--- config.mk ---
export PLATFORM = sky130hd
export DESIGN_NAME = fall_tick_scheduler
export DESIGN_NICKNAME = d
export VERILOG_FILES = /design/src/rtl/fall_tick_scheduler.sv
export SDC_FILE = /design/constraint.sdc
export NUM_CORES = 1
export LEC_CHECK = 0
export CAP_MARGIN = 20
export CORE_ASPECT_RATIO = 2
export CORE_MARGIN = 3
export CORE_UTILIZATION = 60
export DETAILED_ROUTE_END_ITERATION = 16
export GPL_TIMING_DRIVEN = 0
export PLACE_DENSITY = 0.82
export SYNTH_ARGS = -nofsm -noshare
export SYNTH_HDL_FRONTEND = slang
export SYNTH_SLANG_ARGS = --single-unit
--- constraint.sdc ---
create_clock -name clk -period 5.9 [get_ports clk]
set_input_delay 1.18 -clock clk [delete_from_list [all_inputs] [get_ports clk]]
set_output_delay 1.18 -clock clk [all_outputs]
set_load 0.02 [all_outputs]
--- src/rtl/fall_tick_scheduler.sv ---
// Stacker game timing scheduler: free-running pixel/display strobes plus a
// level-paced fall tick sequenced by an IDLE/RUN/PAUSE/DROP state machine.
module fall_tick_scheduler #(
    parameter int unsigned BASE_PERIOD = 25000000,
    parameter int unsigned STEP        = 1500000,
    parameter int unsigned MIN_PERIOD  = 2500000,
    parameter int unsigned DROP_PERIOD = 1000000,
    parameter int unsigned SEG_W       = 17,
    parameter int unsigned PIX_W       = 2
) (
    input  logic        clk,
    input  logic        rst_n,
    input  logic        start,
    input  logic        pause_req,
    input  logic        drop_req,
    input  logic        game_over,
    input  logic [3:0]  level,
    output logic        fall_tick,
    output logic        seg_tick,
    output logic        pix_en,
    output logic [1:0]  state,
    output logic [31:0] cur_period
);

    typedef enum logic [1:0] {
        IDLE  = 2'b00,
        RUN   = 2'b01,
        PAUSE = 2'b10,
        DROP  = 2'b11
    } state_t;

    localparam logic [31:0] BASE_P = 32'(BASE_PERIOD);
    localparam logic [31:0] STEP_P = 32'(STEP);
    localparam logic [31:0] MIN_P  = 32'(MIN_PERIOD);
    localparam logic [31:0] DROP_P = 32'(DROP_PERIOD);

    state_t           state_q;
    state_t           state_d;
    logic [PIX_W-1:0] pix_cnt;
    logic [SEG_W-1:0] seg_cnt;
    logic [31:0]      fall_cnt;
    logic [31:0]      prod;
    logic [31:0]      lvl_period;
    logic [31:0]      eff_period;
    logic             counting;
    logic             terminal;

    assign state = state_q;

    // Level-derived period, floored so high levels never go faster than MIN_PERIOD.
    always_comb begin
        prod       = 32'(level) * STEP_P;
        lvl_period = (prod > BASE_P - MIN_P) ? MIN_P : BASE_P - prod;
    end

    // NOTE: every combinational output gets a default first so no latch is inferred.
    always_comb begin
        state_d = state_q;
        case (state_q)
            IDLE:  if (!game_over && start) state_d = RUN;
            RUN:   if (game_over)            state_d = IDLE;
                   else if (pause_req)       state_d = PAUSE;
                   else if (drop_req)        state_d = DROP;
            DROP:  if (game_over)            state_d = IDLE;
                   else if (pause_req)       state_d = PAUSE;
                   else if (!drop_req)       state_d = RUN;
            PAUSE: if (game_over)            state_d = IDLE;
                   else if (pause_req)       state_d = RUN;
            default:                         state_d = IDLE;
        endcase
    end

    always_comb begin
        counting   = (state_q == RUN) || (state_q == DROP);
        eff_period = (state_q == DROP) ? DROP_P : cur_period;
        terminal   = counting && (fall_cnt == eff_period - 32'd1);
    end

    // NOTE: sequential state uses non-blocking assignments so all registers update together.
    always_ff @(posedge clk or negedge rst_n) begin
        if (!rst_n) begin
            state_q    <= IDLE;
            pix_cnt    <= '0;
            seg_cnt    <= '0;
            fall_cnt   <= '0;
            pix_en     <= 1'b0;
            seg_tick   <= 1'b0;
            fall_tick  <= 1'b0;
            cur_period <= BASE_P;
        end else begin
            pix_cnt  <= pix_cnt + 1'b1;
            seg_cnt  <= seg_cnt + 1'b1;
            pix_en   <= &pix_cnt;
            seg_tick <= &seg_cnt;

            state_q   <= state_d;
            fall_tick <= 1'b0;
            // A state change beats a coincident terminal count: no tick, count restarts.
            if (state_d != state_q) begin
                fall_cnt <= '0;
                if (state_d == RUN) cur_period <= lvl_period;
            end else if (terminal) begin
                fall_cnt  <= '0;
                fall_tick <= 1'b1;
                if (state_q == RUN) cur_period <= lvl_period;
            end else if (counting) begin
                fall_cnt <= fall_cnt + 32'd1;
            end
        end
    end

endmodule

# == After elaboration in Yosys (flattened, before gate mapping) ==
# Cells that the tools add are included.
# op_classes
n_addsub,5
n_mux,21
n_eq_ne,7
n_reduce_logical,11
multipliers,1
n_lt_le_gt_ge,1
# ops
cell,n
2-to-1 mux 32 bit,9
"adder 32 x 1 -> 32 bit, second input constant",1
equality test 32 bit,1
"subtractor 32 x 1 -> 32 bit, second input constant",1
"subtractor 25 x 25 -> 26 bit, first input constant",1
"greater-than comparator 25 bit, second input constant",1
"multiplier 4 x 16 -> 20 bit, second input constant",1
2-to-1 mux 2 bit,9
"adder 17 x 1 -> 17 bit, second input constant",1
AND reduction 17 bit,1
one-hot mux 2 bit (4 select lines),1
"equality test 2 x 1 -> 1 bit, second input constant",2
"equality test 2 bit, second input constant",2
nonzero test 2 bit,2
AND reduction 3 bit,1
nonzero test 3 bit,1
"adder 2 x 1 -> 2 bit, second input constant",1
logical AND 1 bit,2
logical NOT 2 bit,1
2-to-1 mux 1 bit,2
"!= test 2 x 1 -> 1 bit, second input constant",1
!= test 2 bit,1
AND reduction 2 bit,1
logical NOT 1 bit,1
logical OR 1 bit,1
# totals
out_inout_bits,37
reg_bits,88
elab_cells,54
in_bits,10

# == Longest topological paths before layout ==
# logic_depth
depth_word,7
depth_mapped,17
ltp_nobuf,15

# == Worst setup path before layout ==
# Ideal clock, no wire load.
# synth_path
path_kind,input -> register
start,in level[2]
end,reg cur_period[23]
stages,16
slack_ns,0.945
arrival_ns,4.834
cell_sequence,inv_1 ha_1 xnor2_1 ha_1 or2_2 ha_1 a31o_2 o221ai_1 o211ai_1 xor2_1 nand3_1 or4_1 o211ai_1 a211oi_4 buf_6 a22o_1
# synth_between
elab_chain_len,6
word_cells_on_any_way,8
classes_between,add/sub (1); mul (1); order compare (1); mux (5)
# synth_rtl
item,line_no,text
from (decl),17,"input logic [3:0] level,"
multiplier 4 x 16 -> 20 bit (*),52,prod = 32'(level) * STEP_P;
subtractor 25 x 25 -> 26 bit or greater-than comparator 25 bit (tied branches),53,lvl_period = (prod > BASE_P - MIN_P) ? MIN_P : BASE_P - prod;
2-to-1 mux 32 bit (*),53,
2-to-1 mux 32 bit,105,if (state_q == RUN) cur_period <= lvl_period;
2-to-1 mux 32 bit,102,end else if (terminal) begin
2-to-1 mux 32 bit (*),99,if (state_d != state_q) begin
to (signal assigned),101,if (state_d == RUN) cur_period <= lvl_period;
to (signal assigned),105,
to (decl),22,output logic [31:0] cur_period
# Mark *: on every way between the ends. The rest lies on a longest branch, timed or not. The select of a mux whose other input is x is not followed.
# A chain may end at the register's enable or synchronous reset.

# == Worst setup path in the final report ==
# layout_path
start,in level[3]
end,reg cur_period[9]
# Same word-level chain as after synthesis.

==> impl_metrics.py <==
metrics = {
    "run_status": {
        "outcome": "completed",
    },
    "timing": {
        "report.final.hold_viol_count": 0,
        "hold_ws_ns": 0.430,
        "setup_viol": 0,
        "period_share": 0.964,
        "fin_skew_ns": 0.00584,
        "finalSetupTns_ns": 0,
        "slew_headroom": 0.357,
        "rsz0062_at_grt": "no",
        "fmax_mhz": 176,
        "tightestPinTransition_ns": 0.964,
        "fin_crit_ns": 5.69,
        "slew_viol_final": 0,
    },
    "global_route": {
        "antenna_found_initial": 0,
        "grt_pass1_wl_um": 27900,
        "grt_pass1_vias": 5742,
        "grt.total_usage": 0.312,
        "grt_max_degree": 78,
        "grt_overflow": 0,
    },
    "finish": {
        "area_growth_pct": 15.2,
        "num-fill-cells": 793,
        "diodes": 0,
        "utilization": 0.715,
        "postLayoutCellArea_um2": 7070,
        "regArea_um2": 1940,
        "drive_gt1_frac": 0.0930,
        "multi_input_comb_area_um2": 3920,
        "nets": 799,
    },
    "setup_path": {
        "path_class": "in -> reg",
        "arrival_ns": 5.92,
        "cp_slowest_cell": "clkdlybuf4s50_1",
        "critPathCaptureType": "flop",
        "required_ns": 6.13,
        "start_kind": "input port",
        "crit_path_max_fanout": 10,
        "cpPeakStageDelay_ns": 0.63,
        "rrSetupSlack_ns": 0.32,
        "path_common_cell": "ha_1",
        "crit_chain": "clkdlybuf4s50_1, ha_1, xnor2_1, ha_1, or2_2, ha_1, a21oi_2, o2111a_1, o21ai_0, xnor2_1, nand2_1, or4_1, o211ai_1, a211oi_4, buf_6, a22o_1",
    },
    "synthesis": {
        "ys_seq_area_frac": 0.316,
        "synthArstFlopShare": 1.00,
        "synthFlopType": "dfrtp_1",
        "synthTopCellsByCount": "nor2_1 (69), dfrtp_1 (65), xnor2_1 (65)",
        "synthCells": 693,
        "ys_ff_latch": 77,
        "avgSynthCellArea_um2": 8.86,
        "synth_most_common_cell": "nor2_1",
        "yosys-top-cells-area": "dfrtp_1 (26%), xnor2_1 (9.3%), ha_1 (7.1%)",
        "netlist_area_um2": 6140,
        "yosys.area.top_type": "dfrtp_1",
        "ys_types": 75,
        "ys_warn_count": 0,
        "synth_edf_count": 0,
        "yosys.area.top_type_share": 0.265,
    },
    "routing": {
        "drtIter0Drc": 329,
        "dr.pass1.iters": 5,
        "routed_wl_um": 17400,
        "viasPerCell": 6.26,
        "wire_per_inst_um": 19.7,
        "vias": 5544,
        "antenna_left": 0,
        "drc": 0,
    },
    "die": {
        "die_w_um": 77.5,
        "core_um2": 9890,
        "start_util": 0.621,
        "die_h_um": 149,
        "ios": 47,
        "fp.dieArea_um2": 11600,
        "rows": 51,
    },
    "clock_tree": {
        "cts_buffers": 9,
        "cts_hold_buf": 0,
        "clock_path_buffers": 2,
        "clock-sinks": 77,
        "clk_pin_slew_ns": 0.06,
        "clock_latency_ns": 0.34,
        "tritoncts": "done",
        "ctsHtreeMaxLevel": 3,
        "root_buffer": "clkbuf_16",
    },
    "flow_run": {
        "maxCapViolations": 0,
    },
    "power_and_ir_drop": {
        "leakagePower_uw": 0.00301,
        "p_per_area_nw_per_um2": 358,
        "peakVddDrop_mv": 0.227,
        "power_uw": 2530,
    },
    "hold_path": {
        "hp-class": "reg -> reg",
    },
    "place": {
        "dpl.hpwl_um": 13500,
        "port_buffers": 41,
        "dpl_cell_area_um2": 6730,
        "routabilityCongestion": 0.963,
    },
}
worst paths after layout:
check,start,end,cells after the start
worst max-delay path,level[3],cur_period[9],16
worst min-delay path,pix_cnt[0],pix_cnt[0],1
worst max register to register,state[1],cur_period[9],16
worst min register to register,pix_cnt[0],pix_cnt[0],1
max in group asynchronous,rst_n,cur_period[23],1
min in group asynchronous,rst_n,fall_cnt[0],1
where the power goes:
group / internal (uW) / switching (uW)
sequential: 629 / 133
combinational: 524 / 665
clock: 375 / 204
layout make-up:
type	instances	area share
buffer	39	0.0304
clock buffer	11	0.0343
clock inverter	2	0.00849
inverter	26	0.0138
multi-input combinational	555	0.555
sequential	77	0.275
tap	132	0.0234
timing repair buffer	43	0.0602
sequential cells by signal, indices dropped and copies added, names as in the netlist:
signal      count
pix_cnt         2
state           2
seg_cnt        17
seg_tick        1
fall_cnt       32
pix_en          1
fall_tick       1
cur_period     21
what timing repair did:
item | 4_1_cts | 5_1_grt
gates resized for setup | 3 | 5
pin swaps | 0 | 1
setup endpoints to repair | 20 | 20
cloned | 0 | 0
buffers inserted | 0 | 2
endpoints found under the hold margin | 0 | 0
cells by family (layout without fill, tap and decap cells):
family / after synthesis / in the layout / synth area share
adders and majority gates: 38 / 38 / 0.0811
DFF: 77 / 77 / 0.316
AOI/OAI and AO/OA: 137 / 137 / 0.168
muxes: 9 / 9 / 0.0147
and+or+nand+nor: 261 / 261 / 0.219
xor gates and xnor gates: 105 / 105 / 0.150
buffers and inverters: 65 / 121 / 0.0508
other: 1 / 5 / 0.000611
worst max-delay path: cells and delay by family:
kind	cells	cell delay [ns]
AO/OA/AOI/OAI	6	1.38
adder cells (fa/ha/maj)	3	0.93
AND/OR/NAND/NOR	3	0.93
buffers and inverters	2	0.79
XOR/XNOR	2	0.70
stage by stage:
| stage | instances | setup WS, ns |
|---|---|---|
| after floorplan | 697 | 0.945 |
| after global placement | 870 | -0.505 |
| after detailed placement | 870 | -0.557 |
| after CTS | 883 | 0.0601 |
| after global routing | 885 | 0.000931 |
| final | 885 | 0.210 |
cell usage in the layout, fill, tap and decap left out, types with 13 or more instances in the layout:
cell type        instances
a21oi_1                 17
xor2_1                  39
dfrtp_1                 65
xnor2_1                 65
clkdlybuf4s50_1         39
and3_1                  19
nor2_1                  69
buf_4                   14
ha_1                    35
inv_1                   26
a22o_1                  13
nand2_1                 48
nand3_1                 32
o21ai_0                 23
clkbuf_1                21
layer usage:
metal | global-route usage | up-vias | part of all wire
li1 | - | 2576 | -
met1 | 0.280 | 2669 | 0.32
met2 | 0.599 | 202 | 0.56
met3 | 0.0526 | 97 | 0.034
met4 | 0.235 | 0 | 0.080
met5 | 0 | - | 0
(Power assumes the default switching activity.)
